===== src/rtl/bmp565_fifo_unpack.sv =====
// Pops bytes from an 8-bit FIFO read port, skips a BMP RGB565 header (checking 'BM'),
// and packs the payload into a valid/ready RGB565 pixel stream with sof/eol/eof markers.
module bmp565_fifo_unpack #(
  parameter int WIDTH     = 16,
  parameter int HEIGHT    = 16,
  parameter int HDR_BYTES = 66
) (
  input  logic        I_rclk,
  input  logic        I_rrst,
  input  logic        I_rempty,
  input  logic [7:0]  I_rdata,
  output logic        O_rinc,
  output logic        O_pix_vld,
  input  logic        I_pix_rdy,
  output logic [15:0] O_pix_data,
  output logic        O_sof,
  output logic        O_eol,
  output logic        O_eof,
  output logic        O_hdr_err
);

  typedef enum logic {
    ST_HDR = 1'b0,
    ST_PIX = 1'b1
  } state_t;

  localparam logic [15:0] X_LAST   = 16'(WIDTH - 1);
  localparam logic [15:0] Y_LAST   = 16'(HEIGHT - 1);
  localparam logic [15:0] HDR_LAST = 16'(HDR_BYTES - 1);

  state_t      state_r;
  state_t      state_s;
  logic [7:0]  q_mem_r [4];
  logic [1:0]  wr_ptr_r;
  logic [1:0]  rd_ptr_r;
  logic [2:0]  q_cnt_r;
  logic        inflight_r;
  logic [15:0] hdr_cnt_r;
  logic [15:0] x_r;
  logic [15:0] y_r;
  logic        pix_vld_r;
  logic [15:0] pix_data_r;
  logic        sof_r;
  logic        eol_r;
  logic        eof_r;
  logic        hdr_err_r;

  logic [7:0]  head_s;
  logic [7:0]  second_s;
  logic [2:0]  q_sum_s;
  logic        rinc_s;
  logic        x_last_s;
  logic        eof_s;
  logic        hdr_drop_s;
  logic        pix_load_s;
  logic        bad_magic_s;
  logic [1:0]  deq_s;

  assign head_s   = q_mem_r[rd_ptr_r];
  assign second_s = q_mem_r[rd_ptr_r + 2'd1];
  // Reserving a slot for the byte still in flight is what keeps the 4-entry queue from overflowing.
  assign q_sum_s  = q_cnt_r + {2'b00, inflight_r};
  assign rinc_s   = !I_rrst && !I_rempty && (q_sum_s < 3'd4);
  assign x_last_s = (x_r == X_LAST);
  assign eof_s    = x_last_s && (y_r == Y_LAST);

  // Next-state and dequeue decisions for header skipping and pixel packing.
  always_comb begin
    state_s     = state_r;
    hdr_drop_s  = 1'b0;
    pix_load_s  = 1'b0;
    bad_magic_s = 1'b0;
    deq_s       = 2'd0;
    case (state_r)
      ST_HDR: begin
        if (q_cnt_r != 3'd0) begin
          hdr_drop_s = 1'b1;
          deq_s      = 2'd1;
          if (hdr_cnt_r == 16'd0) begin
            bad_magic_s = (head_s != 8'h42);
          end else if (hdr_cnt_r == 16'd1) begin
            bad_magic_s = (head_s != 8'h4D);
          end else begin
            bad_magic_s = 1'b0;
          end
          if (hdr_cnt_r == HDR_LAST) begin
            state_s = ST_PIX;
          end else begin
            state_s = ST_HDR;
          end
        end else begin
          state_s = ST_HDR;
        end
      end
      ST_PIX: begin
        if ((q_cnt_r >= 3'd2) && (!pix_vld_r || I_pix_rdy)) begin
          pix_load_s = 1'b1;
          deq_s      = 2'd2;
          if (eof_s) begin
            state_s = ST_HDR;
          end else begin
            state_s = ST_PIX;
          end
        end else begin
          state_s = ST_PIX;
        end
      end
      default: begin
        state_s = ST_HDR;
      end
    endcase
  end

  // State register.
  always_ff @(posedge I_rclk) begin
    if (I_rrst) begin
      state_r <= ST_HDR;
    end else begin
      state_r <= state_s;
    end
  end

  // Byte queue: the byte returned by last cycle's pop is always written, whatever downstream does.
  always_ff @(posedge I_rclk) begin
    if (I_rrst) begin
      inflight_r <= 1'b0;
      wr_ptr_r   <= 2'd0;
      rd_ptr_r   <= 2'd0;
      q_cnt_r    <= 3'd0;
      for (int i = 0; i < 4; i++) begin
        q_mem_r[i] <= 8'd0;
      end
    end else begin
      inflight_r <= rinc_s;
      if (inflight_r) begin
        q_mem_r[wr_ptr_r] <= I_rdata;
        wr_ptr_r          <= wr_ptr_r + 2'd1;
      end
      rd_ptr_r <= rd_ptr_r + deq_s;
      q_cnt_r  <= q_cnt_r + {2'b00, inflight_r} - {1'b0, deq_s};
    end
  end

  // Header byte counter and pixel position counters.
  always_ff @(posedge I_rclk) begin
    if (I_rrst) begin
      hdr_cnt_r <= 16'd0;
      x_r       <= 16'd0;
      y_r       <= 16'd0;
    end else begin
      if (hdr_drop_s) begin
        hdr_cnt_r <= hdr_cnt_r + 16'd1;
      end
      if (pix_load_s) begin
        if (eof_s) begin
          hdr_cnt_r <= 16'd0;
          x_r       <= 16'd0;
          y_r       <= 16'd0;
        end else if (x_last_s) begin
          x_r <= 16'd0;
          y_r <= y_r + 16'd1;
        end else begin
          x_r <= x_r + 16'd1;
        end
      end
    end
  end

  // Pixel output register with markers, plus the header error pulse.
  always_ff @(posedge I_rclk) begin
    if (I_rrst) begin
      pix_vld_r  <= 1'b0;
      pix_data_r <= 16'd0;
      sof_r      <= 1'b0;
      eol_r      <= 1'b0;
      eof_r      <= 1'b0;
      hdr_err_r  <= 1'b0;
    end else begin
      hdr_err_r <= bad_magic_s;
      if (pix_load_s) begin
        pix_vld_r  <= 1'b1;
        pix_data_r <= {second_s, head_s};
        sof_r      <= (x_r == 16'd0) && (y_r == 16'd0);
        eol_r      <= x_last_s;
        eof_r      <= eof_s;
      end else if (I_pix_rdy) begin
        pix_vld_r <= 1'b0;
      end
    end
  end

  assign O_rinc     = rinc_s;
  assign O_pix_vld  = pix_vld_r;
  assign O_pix_data = pix_data_r;
  assign O_sof      = sof_r;
  assign O_eol      = eol_r;
  assign O_eof      = eof_r;
  assign O_hdr_err  = hdr_err_r;

endmodule

===== config.mk =====
export PLATFORM = sky130hd
export DESIGN_NAME = bmp565_fifo_unpack
export DESIGN_NICKNAME = d
export VERILOG_FILES = /design/src/rtl/bmp565_fifo_unpack.sv
export SDC_FILE = /design/constraint.sdc
export NUM_CORES = 1
export LEC_CHECK = 0
export ABC_AREA = 1
export BUFFER_PORTS_ARGS = -buffer_cell sky130_fd_sc_hd__buf_2
export CAP_MARGIN = 30
export CELL_PAD_IN_SITES_DETAIL_PLACEMENT = 0
export CELL_PAD_IN_SITES_GLOBAL_PLACEMENT = 2
export CORE_ASPECT_RATIO = 1.1
export CORE_UTILIZATION = 36
export DETAILED_ROUTE_END_ITERATION = 10
export PLACE_DENSITY_LB_ADDON = 0.1
export SETUP_SLACK_MARGIN = 0.15
export SKIP_CTS_REPAIR_TIMING = 1
export SYNTH_ARGS = -nofsm -noshare
export SYNTH_HDL_FRONTEND = slang
export SYNTH_SLANG_ARGS = --single-unit

===== constraint.sdc =====
create_clock -name I_rclk -period 2.5 [get_ports I_rclk]
set_input_delay 0.125 -clock I_rclk [delete_from_list [all_inputs] [get_ports I_rclk]]
set_output_delay 0.125 -clock I_rclk [all_outputs]
set_load 0.02 [all_outputs]

==> flow_summary.toml, run 1 <==
[timing]
post-route-period-util = 0.783
rsz0062_at_grt = "false"
finalWorstSetupSlack_ps = 541
worst_pin_slew_ps = 699
setup_viol = 0
hold_slack_ps = 82.5
clock.fmax_ghz = 0.511
hold_viol = 0
finalSetupTns_ps = 0
slew_headroom = 0.534
min_period_ps = 1960
clock_skew_ps = 9.31
maxSlewViolCount = 0

[placed_design]
hpwl_um = 10700
dp.cells = 991
placed_cell_area_sq_um = 6140
port_buffers = 33
place_congestion = 0.801
place_ws_ps = 518

[critical_path]
worst_ep_arrival_time_ps = 2170
crit_chain = "ha_1 > nand2_2 > nor2_4 > inv_2 > nor2_4 > nand3_2 > o21ai_4 > a21oi_1"
endpoint_kind = "flip-flop"
critPathKind = "reg2reg"
crit_top_cell = "nor2_4"
crit_required_ps = 2710
worst-path-stages = 8
cp-start-kind = "flip-flop"
worst-path-buf-inv = 1
r2r_start = "y_r[1]"
startpoint = "y_r[1]"
worst_path_dominant_cell_family = "compound AO/OA/AOI/OAI gates"
cpPeakStageDelay_ps = 460
reg2reg_depth = 8
worst_r2r_endpoint = "hdr_cnt_r[0]"
r2r_slack_ps = 540
cpMaxStageDelayCell = "o21ai_4"
critPathMaxFanout = 13
cp-endpoint = "hdr_cnt_r[0]"

[flow_run]
cap_violations = 0

[synth]
postSynthAreaPerCell_sq_um = 7.48
syn-cell-area_sq_um = 5760
synth-xor-area-share = 0.0304
ys_seq_area_frac = 0.438
synth-adder-area-share = 0.0261
synth_top_family_by_area = "simple AND/OR/NAND/NOR gates"
synth_warnings = 0
synth_nets = 794
synthMuxAreaShare = 0
synth-seq-cells = 110
syn_inst = 770
synth_compound_area_frac = 0.0990
ys_types = 38
yosys.area_share.simple = 0.318

[detailed_routing]
vias = 4902
routed_wl_um = 14100
drc_errors = 0
first_pass_iters = 5
antenna_left = 0
vias_per_cell = 4.86
drt-initial-drc-count = 261
avgRoutedWirePerCell_um = 14.0

[power]
p_int_mw = 3.16
seqPwrFrac = 0.433
switching_share = 0.319
peakVddDrop_mv = 0.385
power_mw = 4.64
clkPwrFrac = 0.333
comb_power_share = 0.234
p_leak_nw = 2.65
power_density_nw_per_um2 = 718
p_sw_mw = 1.48

[worst_hold_path]
min_path_type = "in2reg"

[floorplanning]
top_level_ports = 34
die_w_um = 123
start_util = 0.368
row_count = 48
dieArea_sq_um = 16500
die-height_um = 135
core_area_sq_um = 15700

[global_routing]
grt_pass1_vias = 4788
grt.total_usage = 0.184
grt_pass1_wl_um = 23500
grt-ovfl-total = 0
grt_max_degree = 34
antenna_found_initial = 0

[clocking]
clk_pin_slew_ps = 80
cts_buffer_depth = 2
cts.sinks = 110
clk_latency_ps = 350
cts_tree = "yes"
cts_root_buf = "clkbuf_16"
cts_max_level = 3
cts_buffers = 9

[cells_and_area]
antennaDiodeCount = 0
syn_to_final_growth_pct = 12.2
nets = 827
stdcell_count = 1008
drive_above_1_share = 0.119
final_util = 0.412
final_cell_area_sq_um = 6460

[run_status]
outcome = "finished clean"
==> worst min-delay path, cell delays in order <==
cell    delay, ps
buf_2          70
inv_1          40
nor2_1         90
==> worst min-delay path by stage <==
stage / depth (start not counted) / slack (ps) / to / from
floorplan: 1 / 200 / inflight_r / I_rempty
global placement: 2 / 320 / inflight_r / I_rempty
detailed placement: 2 / 320 / inflight_r / I_rempty
CTS: 2 / -60 / inflight_r / I_rempty
global route: 3 / 90 / q_mem_r[0][1] / I_rdata[1]
finish: 3 / 80 / q_mem_r[0][1] / I_rdata[1]
==> synthesized netlist by cell type, drive strengths merged <==
cell type,count,share of area
nor3,29,0.025
nand4,21,0.023
ha,12,0.026
a31oi,4,0.0043
dfxtp,78,0.27
inv,99,0.064
a22oi,8,0.010
nand2,192,0.13
nor2,106,0.084
buf,16,0.019
clkinv,3,0.0020
o22ai,2,0.0022
a22o,6,0.0091
xnor2,1,0.0015
o21bai,1,0.0013
nand3,52,0.046
clkbuf,5,0.0033
edfxtp,32,0.17
a21oi,50,0.045
nand3b,1,0.0013
o21ai,28,0.026
nor3b,5,0.0093
xor2,19,0.029
==> power groups by stage <==
stage | Clock, mW | Sequential, mW | Combinational [mW]
after floorplan | 0 | 2.03 | 0.819
after global placement | 0 | 2.05 | 1.09
after detailed placement | 0 | 2.05 | 1.09
after CTS | 1.59 | 2.01 | 1.10
after global routing | 1.66 | 2.03 | 1.25
final | 1.55 | 2.01 | 1.08
==> kinds of logic after synthesis <==
| kind of cell | count (synthesis) |
|---|---|
| AO/OA/AOI/OAI | 99 |
| XOR/XNOR | 20 |
| adder cells (fa/ha/maj) | 12 |
| buffers and inverters | 123 |
| flip-flops | 110 |
| AND/OR/NAND/NOR | 406 |
==> routing by layer <==
layer,GRT usage,vias up,wire length [um]
li1,-,2565,-
met4,0.0542,0,169
met2,0.320,82,7040
met1,0.229,2240,6520
met5,0,-,0
met3,0.0329,15,372
==> layout make-up <==
| cell class | instances | area [sq um] |
|---|---|---|
| Clock buffer | 10 | 229 |
| Timing Repair Buffer | 43 | 268 |
| Clock inverter | 6 | 85.1 |
| Multi-Input combinational cell | 537 | 2730 |
| Tap cell | 200 | 250 |
| Fill cell | 1669 | 9210 |
| Inverter | 102 | 383 |
| Sequential cell | 110 | 2520 |
==> state kept, by name (all words and copies together) (netlist names) <==
register	flops
q_cnt_r	3
wr_ptr_r	2
O_eol	1
O_eof	1
inflight_r	1
q_mem_r	32
x_r	16
O_hdr_err	1
hdr_cnt_r	16
O_pix_vld	1
O_pix_data	16
state_r	1
O_sof	1
rd_ptr_r	2
y_r	16
==> cell usage in the layout (no fill, tap or decap), drive strengths merged <==
cell type    instances
edfxtp              32
xnor2                1
inv                101
nor3b                5
buf                 42
o22ai                2
o21bai               1
clkbuf              10
a31oi                4
nor3                29
dlygate4sd3          1
a21oi               50
nor2               106
nand3b               1
o21ai               28
dfxtp               78
a22oi                8
nand4               21
a22o                 6
nand3               52
ha                  12
nand2              192
bufinv               2
clkinv               5
xor2                19
Power figures use the tool's default switching activity.
==> run 2: changes to the inputs <==
--- a/config.mk
+++ b/config.mk
@@ -5,13 +5,13 @@
 export SDC_FILE = /design/constraint.sdc
 export NUM_CORES = 1
 export LEC_CHECK = 0
-export ABC_AREA = 1
+export ABC_AREA = 0
 export BUFFER_PORTS_ARGS = -buffer_cell sky130_fd_sc_hd__buf_2
 export CAP_MARGIN = 30
 export CELL_PAD_IN_SITES_DETAIL_PLACEMENT = 0
 export CELL_PAD_IN_SITES_GLOBAL_PLACEMENT = 2
 export CORE_ASPECT_RATIO = 1.1
-export CORE_UTILIZATION = 36
+export CORE_UTILIZATION = 35
 export DETAILED_ROUTE_END_ITERATION = 10
 export PLACE_DENSITY_LB_ADDON = 0.1
 export SETUP_SLACK_MARGIN = 0.15
==> constraint.sdc (replaced) <==
create_clock -name I_rclk -period 1.8 [get_ports I_rclk]
set_input_delay 0.09 -clock I_rclk [delete_from_list [all_inputs] [get_ports I_rclk]]
set_output_delay 0.09 -clock I_rclk [all_outputs]
set_load 0.02 [all_outputs]
==> flow_summary.toml, run 2 <==
[synth]
synth-xor-area-share = 0.0757
ys_seq_area_frac = 0.496
yosys.area_share.simple = 0.237
synth_nets = 536
synthTopCellsByArea = "dfxtp_1, edfxtp_1, nor2_1"
synth_warnings = 0
ys.flop_type = "dfxtp_1"
synth_compound_area_frac = 0.0445
synth-seq-cells = 110
yosys.area.top_type = "dfxtp_1"
syn_inst = 512
syn-cell-area_sq_um = 5090
yosys-top-cells-count = "dfxtp_1, nor2_1, nand2_1"
synth_top_family_by_area = "simple AND/OR/NAND/NOR gates"
synthMuxAreaShare = 0.0792
synth-adder-area-share = 0.0295
synth_most_common_cell = "dfxtp_1"
synth_edf_count = 32
async_flop_share = 0
postSynthAreaPerCell_sq_um = 9.94
synth_top_cell_area_share = 0.307
ys_types = 40

[floorplanning]
start_util = 0.363
top_level_ports = 34
core_area_sq_um = 14000
row_count = 45
dieArea_sq_um = 15000
die_w_um = 117
die-height_um = 128

[detailed_routing]
avgRoutedWirePerCell_um = 14.9
drc_errors = 0
first_pass_iters = 4
vias_per_cell = 4.94
antenna_left = 0
drt-initial-drc-count = 158
routed_wl_um = 12000
vias = 3964

[clocking]
clk_latency_ps = 350
cts_tree = "yes"
cts_max_level = 3
cts_buffer_depth = 2
cts.sinks = 110
cts_buffers = 9
cts_root_buf = "clkbuf_16"
clk_pin_slew_ps = 80

[cells_and_area]
largest_register = "q_mem_r"
drive_above_1_share = 0.345
nets = 633
layout_common_cells = "dfxtp_1, nand2_1, buf_4"
antennaDiodeCount = 0
syn_to_final_growth_pct = 33.5
final_common_cell = "dfxtp_1"
largest_reg_flops = 32

[run_status]
outcome = "finished, violations left"
violations = "negative setup slack"

[critical_path]
cp-endpoint = "O_hdr_err"
worst_ep_arrival_time_ps = 2260
worst_r2r_endpoint = "O_hdr_err"
endpoint_kind = "flip-flop"
crit_chain = "buf_12 > mux4_2 > or4b_4 > o21ai_1 > o21ai_1 > and3b_1"
r2r_slack_ps = -210
crit_top_cell = "o21ai_1"
critPathKind = "reg2reg"
critPathMaxFanout = 5
cp-start-kind = "flip-flop"
crit_required_ps = 2050
reg2reg_depth = 6
r2r_start = "rd_ptr_r[1]"
startpoint = "rd_ptr_r[1]"
cpMaxStageDelayCell = "or4b_4"
cpPeakStageDelay_ps = 560

[worst_hold_path]
whs_path_depth = 2
min_path_type = "in2reg"

[flow_run]
cap_violations = 0

[timing]
rsz0062_at_grt = "true"
clock.fmax_ghz = 0.497
hold_slack_ps = 29.8
maxSlewViolCount = 0
clock_skew_ps = 8.83
worst_pin_slew_ps = 574
finalWorstSetupSlack_ps = -210
min_period_ps = 2010
hold_viol = 0
finalSetupTns_ps = -236
post-route-period-util = 1.12
slew_headroom = 0.615
setup_viol = 6

[power]
comb_power_share = 0.247
p_leak_nw = 2.52
power_density_nw_per_um2 = 949
clkPwrFrac = 0.314
peakVddDrop_mv = 0.544
switching_share = 0.275
p_sw_mw = 1.77
p_int_mw = 4.68
seqPwrFrac = 0.439
power_mw = 6.45

[placed_design]
port_buffers = 33
place_congestion = 0.778
hpwl_um = 8210

[global_routing]
grt.total_usage = 0.164
grt_pass1_vias = 3756
grt_max_degree = 40
grt_pass1_wl_um = 18700
grt-ovfl-total = 0
antenna_found_initial = 0
[run 2: cell type report]
type                            instances  area, sq um
Fill cell                            1341         7230
Tap cell                              188          235
Inverter                               24         90.1
Multi-Input combinational cell        357         2780
Clock inverter                          7         73.8
Clock buffer                            9          225
Timing Repair Buffer                  107          850
Sequential cell                       110         2540
[run 2: worst min path at each step]
stage / startpoint / end / slack (ps)
5_1_grt: I_rdata[0] / q_mem_r[0][0] / 30
3_5_place_dp: I_rempty / inflight_r / 290
2_1_floorplan: I_rempty / inflight_r / 170
4_1_cts: I_rempty / inflight_r / -90
6_report: I_rdata[2] / q_mem_r[0][2] / 30
3_3_place_gp: I_rempty / inflight_r / 290
[run 2: critical path: cells and delay by family (launching register included)]
kind                   cells  cell delay [ps]
AND/OR/NAND/NOR            2              730
AO/OA/AOI/OAI              2              200
multiplexers               1              510
buffers and inverters      1              110
flip-flops                 1              360
[run 2: power by group through the flow]
stage | registers, mW | clock network [mW] | logic [mW]
CTS | 2.81 | 2.09 | 1.34
finish | 2.83 | 2.02 | 1.60
global route | 2.84 | 2.20 | 1.77
detailed placement | 2.87 | 0 | 1.33
global placement | 2.86 | 0 | 1.33
floorplan | 2.82 | 0 | 0.931
[run 2: cell families (layout without fill, tap and decap cells)]
kind of cell,after synthesis,count (layout)
compound gates,40,40
xor+xnor,44,44
fa+ha+maj,12,12
buf+inv,45,147
flops,110,110
mux,18,18
simple gates,243,243
[run 2: through the flow]
step | worst slack, ps | std cells | util | area [sq um]
6_report | -210 | 802 | 0.484 | 6790
5_1_grt | -291 | 802 | 0.484 | 6790
4_1_cts | -294 | 791 | 0.446 | 6260
3_5_place_dp | -282 | 775 | 0.425 | 5960
3_3_place_gp | -258 | 775 | 0.425 | 5960
2_1_floorplan | -134 | 512 | - | 5160
[run 2: routing by layer]
layer	wire [um]	vias to the layer above	GRT usage	share of wire
met1	5450	1949	0.206	0.46
met3	286	9	0.0344	0.024
met5	0	-	0	0
met4	118	0	0.0491	0.0099
met2	6110	37	0.282	0.51
li1	-	1969	-	-
==> run 3: changes to the inputs <==
--- a/config.mk
+++ b/config.mk
@@ -13,6 +13,7 @@
 export CORE_ASPECT_RATIO = 1.1
 export CORE_UTILIZATION = 35
 export DETAILED_ROUTE_END_ITERATION = 10
+export HOLD_SLACK_MARGIN = 0.06
 export PLACE_DENSITY_LB_ADDON = 0.1
 export SETUP_SLACK_MARGIN = 0.15
 export SKIP_CTS_REPAIR_TIMING = 1
==> flow_summary.toml, run 3 (same netlist as run 2, synthesis figures left out) <==
[global_routing]
grt_pass1_vias = 3756
grt_pass1_wl_um = 18700
grt.total_usage = 0.164
grt-ovfl-total = 0
antenna_found_initial = 0
grt_max_degree = 40

[floorplanning]
dieArea_sq_um = 15000
row_count = 45
core_area_sq_um = 14000
die-height_um = 128
top_level_ports = 34
start_util = 0.363
die_w_um = 117

[cells_and_area]
nets = 642
syn_to_final_growth_pct = 35.2
seqCellArea_sq_um = 2540
layout_common_cells = "dfxtp_1, nand2_1, buf_4"
final_util = 0.491
largest_reg_flops = 32
largest_register = "q_mem_r"
final_common_cell = "dfxtp_1"
final_cell_area_sq_um = 6880
multi_input_area_sq_um = 2780
drive_above_1_share = 0.340
num-fill-cells = 1336
antennaDiodeCount = 0
stdcell_count = 811

[worst_hold_path]
worstHoldStart = "I_rrst"
min_path_type = "in2reg"

[placed_design]
port_buffers = 33
place_ws_ps = -282
dp.cells = 775
hpwl_um = 8210
place_congestion = 0.778
placed_cell_area_sq_um = 5960

[timing]
finalSetupTns_ps = -219
min_period_ps = 2010
clock.fmax_ghz = 0.498
hold_viol = 0
hold_slack_ps = 46.9
post-route-period-util = 1.12
rsz0062_at_grt = "true"
clock_skew_ps = 9.41
worst_pin_slew_ps = 579
setup_viol = 5
maxSlewViolCount = 0
finalWorstSetupSlack_ps = -210
slew_headroom = 0.612

[detailed_routing]
vias_per_cell = 4.92
avgRoutedWirePerCell_um = 14.8
vias = 3993
antenna_left = 0
drt-initial-drc-count = 155
routed_wl_um = 12000
drc_errors = 0
first_pass_iters = 4

[critical_path]
worst-path-buf-inv = 1
worst_path_dominant_cell_family = "simple AND/OR/NAND/NOR gates"
endpoint_kind = "flip-flop"
crit_required_ps = 2050
r2r_start = "rd_ptr_r[1]"
worst_ep_arrival_time_ps = 2260
r2r_slack_ps = -210
crit_chain = "buf_12 > mux4_2 > or4b_4 > o21ai_1 > o21ai_1 > and3b_1"
cpPeakStageDelay_ps = 560
cp-start-kind = "flip-flop"
cpMaxStageDelayCell = "or4b_4"
crit_top_cell = "o21ai_1"
startpoint = "rd_ptr_r[1]"
critPathKind = "reg2reg"
critPathMaxFanout = 5

[run_status]
outcome = "finished, violations left"
violations = "negative setup slack"

[power]
p_leak_nw = 2.56
peakVddDrop_mv = 0.553
power_density_nw_per_um2 = 939
power_mw = 6.46

[flow_run]
cap_violations = 0

[clocking]
cts_buffers = 9
cts_buffer_depth = 2
clk_pin_slew_ps = 70
clk_latency_ps = 350
cts.sinks = 110
cts_root_buf = "clkbuf_16"
cts_max_level = 3
cts_tree = "yes"
-- run 3: worst paths after layout --
kind                        end  cells past startpoint
setup / recovery      O_hdr_err                      6
hold / removal      wr_ptr_r[1]                      2
setup reg to reg      O_hdr_err                      6
hold reg to reg   O_pix_data[5]                      2
-- run 3: layer usage --
metal,routed length [um],track usage,part of all wire,vias up
met5,0,0,0,-
met3,271,0.0344,0.023,8
met4,93,0.0491,0.0077,0
li1,-,-,-,1991
met2,6190,0.282,0.51,35
met1,5480,0.206,0.46,1959
-- run 3: worst register-to-register path, cell delays in order, from the launching register on --
cell and delay (ps):
dfxtp_4 360, buf_12 110, mux4_2 510, or4b_4 560
o21ai_1 140, o21ai_1 60, and3b_1 170
-- run 3: area by class of cell --
cell class | instances | share of cell area
clock buffers | 9 | 0.0327
flip-flops and latches | 110 | 0.369
repair buffers | 116 | 0.137
inverters | 24 | 0.0131
clock inverters | 7 | 0.0107
well taps | 188 | 0.0342
multi-input cells | 357 | 0.404
-- run 3: power breakdown --
| group | leakage (nW) | switching [mW] | internal [mW] | total [mW] |
|---|---|---|---|---|
| combinational | 1.45 | 0.706 | 0.905 | 1.61 |
| sequential | 0.966 | 0.129 | 2.70 | 2.83 |
| clock | 0.142 | 0.938 | 1.08 | 2.02 |
